<file path="src/rtl/multicycle_ctrl_pkg.sv">
// Shared encodings for the multicycle control FSM: instruction-type codes,
// RV32 base opcodes, FSM state encodings and the decoded-opcode record.
package multicycle_ctrl_pkg;

   localparam logic [2:0] R_TYPE   = 3'd0;
   localparam logic [2:0] I_TYPE   = 3'd1;
   localparam logic [2:0] S_TYPE   = 3'd2;
   localparam logic [2:0] B_TYPE   = 3'd3;
   localparam logic [2:0] U_TYPE   = 3'd4;
   localparam logic [2:0] J_TYPE   = 3'd5;
   localparam logic [2:0] NOP_TYPE = 3'd7;

   localparam logic [6:0] OP_LOAD   = 7'b0000011;
   localparam logic [6:0] OP_STORE  = 7'b0100011;
   localparam logic [6:0] OP_BRANCH = 7'b1100011;
   localparam logic [6:0] OP_JAL    = 7'b1101111;
   localparam logic [6:0] OP_JALR   = 7'b1100111;
   localparam logic [6:0] OP_LUI    = 7'b0110111;
   localparam logic [6:0] OP_AUIPC  = 7'b0010111;
   localparam logic [6:0] OP_IMM    = 7'b0010011;
   localparam logic [6:0] OP_REG    = 7'b0110011;

   localparam logic [2:0] ST_BOOT   = 3'd0;
   localparam logic [2:0] ST_FETCH  = 3'd1;
   localparam logic [2:0] ST_DECODE = 3'd2;
   localparam logic [2:0] ST_EXEC   = 3'd3;
   localparam logic [2:0] ST_MEM    = 3'd4;
   localparam logic [2:0] ST_WB     = 3'd5;
   localparam logic [2:0] ST_TRAP   = 3'd6;

   typedef struct packed {
      logic [2:0] instr_type;
      logic       is_load;
      logic       is_store;
      logic       is_branch;
      logic       is_jump;
      logic       illegal;
   } dec_t;

endpackage

</file>
<file path="src/rtl/multicycle_ctrl_opcode_dec.sv">
// Combinational opcode decoder: maps instr[6:0] to the instruction-type code
// and the class flags the control FSM needs.
module ctrl_opcode_dec
   import multicycle_ctrl_pkg::*;
(
   input  logic [6:0] opcode,
   output dec_t       dec
);

   // Opcode classification; unknown opcodes are flagged illegal
   always_comb begin
      dec = '{instr_type: NOP_TYPE, is_load: 1'b0, is_store: 1'b0,
              is_branch: 1'b0, is_jump: 1'b0, illegal: 1'b0};
      case (opcode)
         OP_REG:    dec.instr_type = R_TYPE;
         OP_IMM:    dec.instr_type = I_TYPE;
         OP_LOAD: begin
            dec.instr_type = I_TYPE;
            dec.is_load    = 1'b1;
         end
         OP_JALR: begin
            dec.instr_type = I_TYPE;
            dec.is_jump    = 1'b1;
         end
         OP_STORE: begin
            dec.instr_type = S_TYPE;
            dec.is_store   = 1'b1;
         end
         OP_BRANCH: begin
            dec.instr_type = B_TYPE;
            dec.is_branch  = 1'b1;
         end
         OP_LUI:    dec.instr_type = U_TYPE;
         OP_AUIPC:  dec.instr_type = U_TYPE;
         OP_JAL: begin
            dec.instr_type = J_TYPE;
            dec.is_jump    = 1'b1;
         end
         default: begin
            dec.instr_type = NOP_TYPE;
            dec.illegal    = 1'b1;
         end
      endcase
   end

endmodule

</file>
<file path="src/rtl/multicycle_ctrl.sv">
// Multicycle control FSM (BOOT/FETCH/DECODE/EXEC/MEM/WB/TRAP) for the RISC-V core.
// Optional retired-instruction counter built when CTRL_PERF_CNT_EN is defined.
module multicycle_ctrl
   import multicycle_ctrl_pkg::*;
#(
   parameter int WORD_SIZE = 32
) (
   input  logic                 clk,
   input  logic                 rst_n,
   input  logic [WORD_SIZE-1:0] instr,
   input  logic                 mem_ready,
   input  logic                 branch_taken,
   output logic                 mem_req,
   output logic                 mem_we,
   output logic                 ir_we,
   output logic                 pc_we,
   output logic                 pc_sel,
   output logic                 rf_we,
   output logic [2:0]           instr_type,
   output logic                 illegal,
   output logic [31:0]          instret
);

   logic [2:0] state_r;
   logic [2:0] state_nxt_s;
   dec_t       dec_s;
   logic [2:0] type_r;
   logic       is_load_r;
   logic       is_store_r;
   logic       is_branch_r;
   logic       is_jump_r;
   logic       illegal_r;
   logic       unused_instr_s;

   assign unused_instr_s = ^instr[WORD_SIZE-1:7];

   ctrl_opcode_dec u_dec (
      .opcode (instr[6:0]),
      .dec    (dec_s)
   );

   // Next-state logic
   always_comb begin
      state_nxt_s = state_r;
      case (state_r)
         ST_BOOT:   state_nxt_s = ST_FETCH;
         ST_FETCH:  state_nxt_s = mem_ready ? ST_DECODE : ST_FETCH;
         ST_DECODE: state_nxt_s = dec_s.illegal ? ST_TRAP : ST_EXEC;
         ST_EXEC: begin
            if (is_load_r || is_store_r) begin
               state_nxt_s = ST_MEM;
            end else if (is_branch_r) begin
               state_nxt_s = ST_FETCH;
            end else begin
               state_nxt_s = ST_WB;
            end
         end
         ST_MEM: begin
            if (!mem_ready) begin
               state_nxt_s = ST_MEM;
            end else if (is_store_r) begin
               state_nxt_s = ST_FETCH;
            end else begin
               state_nxt_s = ST_WB;
            end
         end
         ST_WB:     state_nxt_s = ST_FETCH;
         ST_TRAP:   state_nxt_s = ST_TRAP;
         default:   state_nxt_s = ST_BOOT;
      endcase
   end

   // Strobes decode from state; only ir_we and the store pc_we see mem_ready
   always_comb begin
      mem_req = 1'b0;
      mem_we  = 1'b0;
      ir_we   = 1'b0;
      pc_we   = 1'b0;
      pc_sel  = 1'b0;
      rf_we   = 1'b0;
      case (state_r)
         ST_FETCH: begin
            mem_req = 1'b1;
            ir_we   = mem_ready;
         end
         ST_EXEC: begin
            if (is_branch_r) begin
               pc_we  = 1'b1;
               pc_sel = branch_taken;
            end else begin
               pc_we  = 1'b0;
            end
         end
         ST_MEM: begin
            mem_req = 1'b1;
            mem_we  = is_store_r;
            pc_we   = is_store_r & mem_ready;
         end
         ST_WB: begin
            rf_we  = 1'b1;
            pc_we  = 1'b1;
            pc_sel = is_jump_r;
         end
         default: begin
            mem_req = 1'b0;
         end
      endcase
   end

   // State register and decode capture (decode results held until next DECODE)
   always_ff @(posedge clk or negedge rst_n) begin
      if (!rst_n) begin
         state_r     <= ST_BOOT;
         type_r      <= NOP_TYPE;
         is_load_r   <= 1'b0;
         is_store_r  <= 1'b0;
         is_branch_r <= 1'b0;
         is_jump_r   <= 1'b0;
         illegal_r   <= 1'b0;
      end else begin
         state_r <= state_nxt_s;
         if (state_r == ST_DECODE) begin
            type_r      <= dec_s.instr_type;
            is_load_r   <= dec_s.is_load;
            is_store_r  <= dec_s.is_store;
            is_branch_r <= dec_s.is_branch;
            is_jump_r   <= dec_s.is_jump;
            illegal_r   <= illegal_r | dec_s.illegal;
         end
      end
   end

   assign instr_type = type_r;
   assign illegal    = illegal_r;

`ifdef CTRL_PERF_CNT_EN
   logic [31:0] instret_r;

   // Retired-instruction counter, wraps naturally at 32 bits
   always_ff @(posedge clk or negedge rst_n) begin
      if (!rst_n) begin
         instret_r <= 32'd0;
      end else if (pc_we) begin
         instret_r <= instret_r + 32'd1;
      end
   end

   assign instret = instret_r;
`else
   assign instret = 32'd0;
`endif

endmodule

</file>
<file path="config.mk">
export PLATFORM = sky130hd
export DESIGN_NAME = multicycle_ctrl
export DESIGN_NICKNAME = d
export VERILOG_FILES = /design/src/rtl/multicycle_ctrl_pkg.sv /design/src/rtl/multicycle_ctrl_opcode_dec.sv /design/src/rtl/multicycle_ctrl.sv
export SDC_FILE = /design/constraint.sdc
export NUM_CORES = 1
export LEC_CHECK = 0
export ABC_AREA = 1
export BUFFER_PORTS_ARGS = -buffer_cell sky130_fd_sc_hd__clkbuf_2
export CAP_MARGIN = 10
export CORE_MARGIN = 2
export CORE_UTILIZATION = 39
export DETAILED_ROUTE_END_ITERATION = 8
export HOLD_SLACK_MARGIN = 0.06
export PLACE_DENSITY = 0.87
export SETUP_SLACK_MARGIN = 0.3
export SLEW_MARGIN = 20
export SYNTH_ARGS = -nofsm -noshare
export SYNTH_HDL_FRONTEND = slang
export SYNTH_SLANG_ARGS = --single-unit
</file>
<file path="constraint.sdc">
create_clock -name clk -period 1.2 [get_ports clk]
set_input_delay 0.24 -clock clk [delete_from_list [all_inputs] [get_ports clk]]
set_output_delay 0.24 -clock clk [all_outputs]
set_load 0.03 [all_outputs]
</file>
==> metrics.txt <==
outcome finished with violations; failing checks setup timing; vias in the first global route 793; power per cell area around 2000 nW/um2; ANT nets after route 0; io pins 78; commonest non-fill, non-tap cell in the layout conb_1; final worst slack -0.406 ns; pins over their slew limit 0; vias per cell 4.29; Avg WL per Cell 10.5 um; Skew-Pair Late Insertion Delay between 0.2 and 0.3 ns; HP Class input port to register; Mean Syn Cell Area 7.12 um2; Max-cap violations 0; multi-input logic area 632 um2; reg-to-reg startpoint state_r[1]; Register Area 279 um2; Synth top area share between 20% and 30%; startpoint type of the worst setup path register; CTS H-tree depth 1; chip width 54.0 um; Die ar. 2920 um2; clk sink count 11; core area 2430 um2; n_diodes 0; Clock Path Buffers 2; cell area after layout 1420 um2; Placed Area 1150 um2; Die Y 54.0 um; Synth Warn # 0; fillcell total roughly 240; Cell variety after synth 23; WS Path Type register to output port; P&R area growth vs syn 45.3%; Pre-antenna DRT Iters 4; hold path startpoint instr[4]; Seq cells post-synth 11; Final setup viols 16; post-synthesis sequential area ratio 28.6%; RePlAce Congestion 0.790; drt total wl 2.20 mm; Req. time, crit path ~0.96 ns; Setup TNS -3.08 ns; Worst VDD drop between 1000 and 1500 uV; Final Core Density 58.3%; most frequent cells in the layout conb_1, buf_4, nand2_1, nand2_2, clkbuf_2; Post-route DRC 0; Total Power between 2 and 3 mW; nets@finish approximately 220; top cells by area, synth buf_4, dfrtp_1, nand2_1; Clk pin slew, worst setup/hold paths 0.07 ns; number of core rows 18; Synth Cell Area 976 um2; setup repair after global routing missed its margin yes; fmax 623 MHz; initial DRC count 7; leakage 0.729 nW; total track usage 14.9%; Final min period 1.61 ns; Crit. Startpoint state_r[1]; dpl hpwl 1.59 mm; Vias approximately 900; initial antenna violation count 0; TritonCTS Buffers 3; fraction of layout cells with a size suffix above 1 roughly 50%; CP endpoint kind output port; CP Max Fanout 3; Setup WS pre-CTS -0.159 ns; clk_skew approximately 0.0011 ns; synthesized instance count between 100 and 150; area leader, netlist buf_4; Initial Util between 40% and 50%; first-pass GRT wire length 3.10 mm; CTS Root Cell clkbuf_4; Hold Violations, Final 0; largest net degree at the start of global routing 12; CTS tree done; Port Buffers 20; post-route clock period utilization 134%; GRT Residual Overflow 0; Crit path arrival time roughly 1.4 ns
==> what timing repair did <==
item                                   4_1_cts  5_1_grt
hold buffers                                 1        0
endpoints found under the hold margin        8        0
setup endpoints to repair                   21       21
setup buffers                                1        7
resized for setup                           30       21
pin swaps                                    3        6
==> Yosys cell counts <==
| master | count |
|---|---|
| or2_1 | 1 |
| nor3_2 | 2 |
| a21oi_2 | 1 |
| nand4_1 | 1 |
| dfrtp_1 | 8 |
| nor2_2 | 5 |
| conb_1 | 1 |
| nand3b_1 | 1 |
| nor2_4 | 1 |
| nand2_1 | 23 |
| a211oi_1 | 1 |
| nand3_1 | 13 |
| nor2_1 | 9 |
| o21ai_0 | 4 |
| inv_1 | 11 |
| a21oi_1 | 1 |
| nand2_2 | 5 |
| dfstp_2 | 3 |
| o21ai_1 | 3 |
| inv_2 | 7 |
| o211ai_1 | 2 |
| buf_4 | 33 |
| o31ai_1 | 1 |
==> final timing paths <==
check,cells past startpoint,end,slack (ns)
worst max-delay path,5,pc_sel,-0.41
worst min-delay path,4,is_load_r,0.27
worst max register to register,7,is_branch_r,-0.14
worst min register to register,2,is_load_r,0.55
max in group asynchronous,2,instr_type[0],0.54
min in group asynchronous,2,state_r[0],0.39
==> layer usage <==
layer	routed length, um	global-route usage [%]	vias to the layer above	share of wire (%)
met5	0	0	-	0
met4	39	9.58	0	1.8
met3	124	1.94	4	5.6
met2	1180	26.8	32	54
met1	855	16.3	411	39
li1	-	-	454	-
==> critical path, cell delays in order, from the launching register on <==
cell and delay [ns]:
dfrtp_1 0.45, inv_2 0.09, nor3_4 0.21, nand3_2 0.14
o21ai_4 0.08, buf_8 0.14
==> area by class of cell <==
| cell class | count | area share [%] |
|---|---|---|
| multi-input cells | 106 | 44.6 |
| repair buffers | 41 | 26.5 |
| flip-flops and latches | 11 | 19.7 |
| inverters | 18 | 4.77 |
| well taps | 30 | 2.65 |
| clock buffers | 4 | 1.85 |
==> sequential cells by signal (all words and copies together), names as in the netlist <==
name,count
state_r,3
illegal,1
is_store_r,1
is_jump_r,1
is_branch_r,1
instr_type,3
is_load_r,1
==> stage by stage <==
stage	instances	hold WS, ns
2_1_floorplan	168	-0.0556
3_3_place_gp	197	0.124
3_5_place_dp	197	0.125
4_1_cts	203	0.278
5_1_grt	210	0.304
6_report	210	0.274
==> cell families after synthesis <==
logic type             share of synthesized area, %
AO/OA/AOI/OAI                                  8.08
other                                         0.384
AND/OR/NAND/NOR                                30.6
buffers and inverters                          32.3
flip-flops                                     28.6
==> power by group <==
group / internal [mW] / total [mW] / switching [mW]
sequential: 0.540 / 0.666 / 0.126
combinational: 0.890 / 1.94 / 1.05
clock: 0.129 / 0.251 / 0.122
Power figures use the tool's default switching activity.
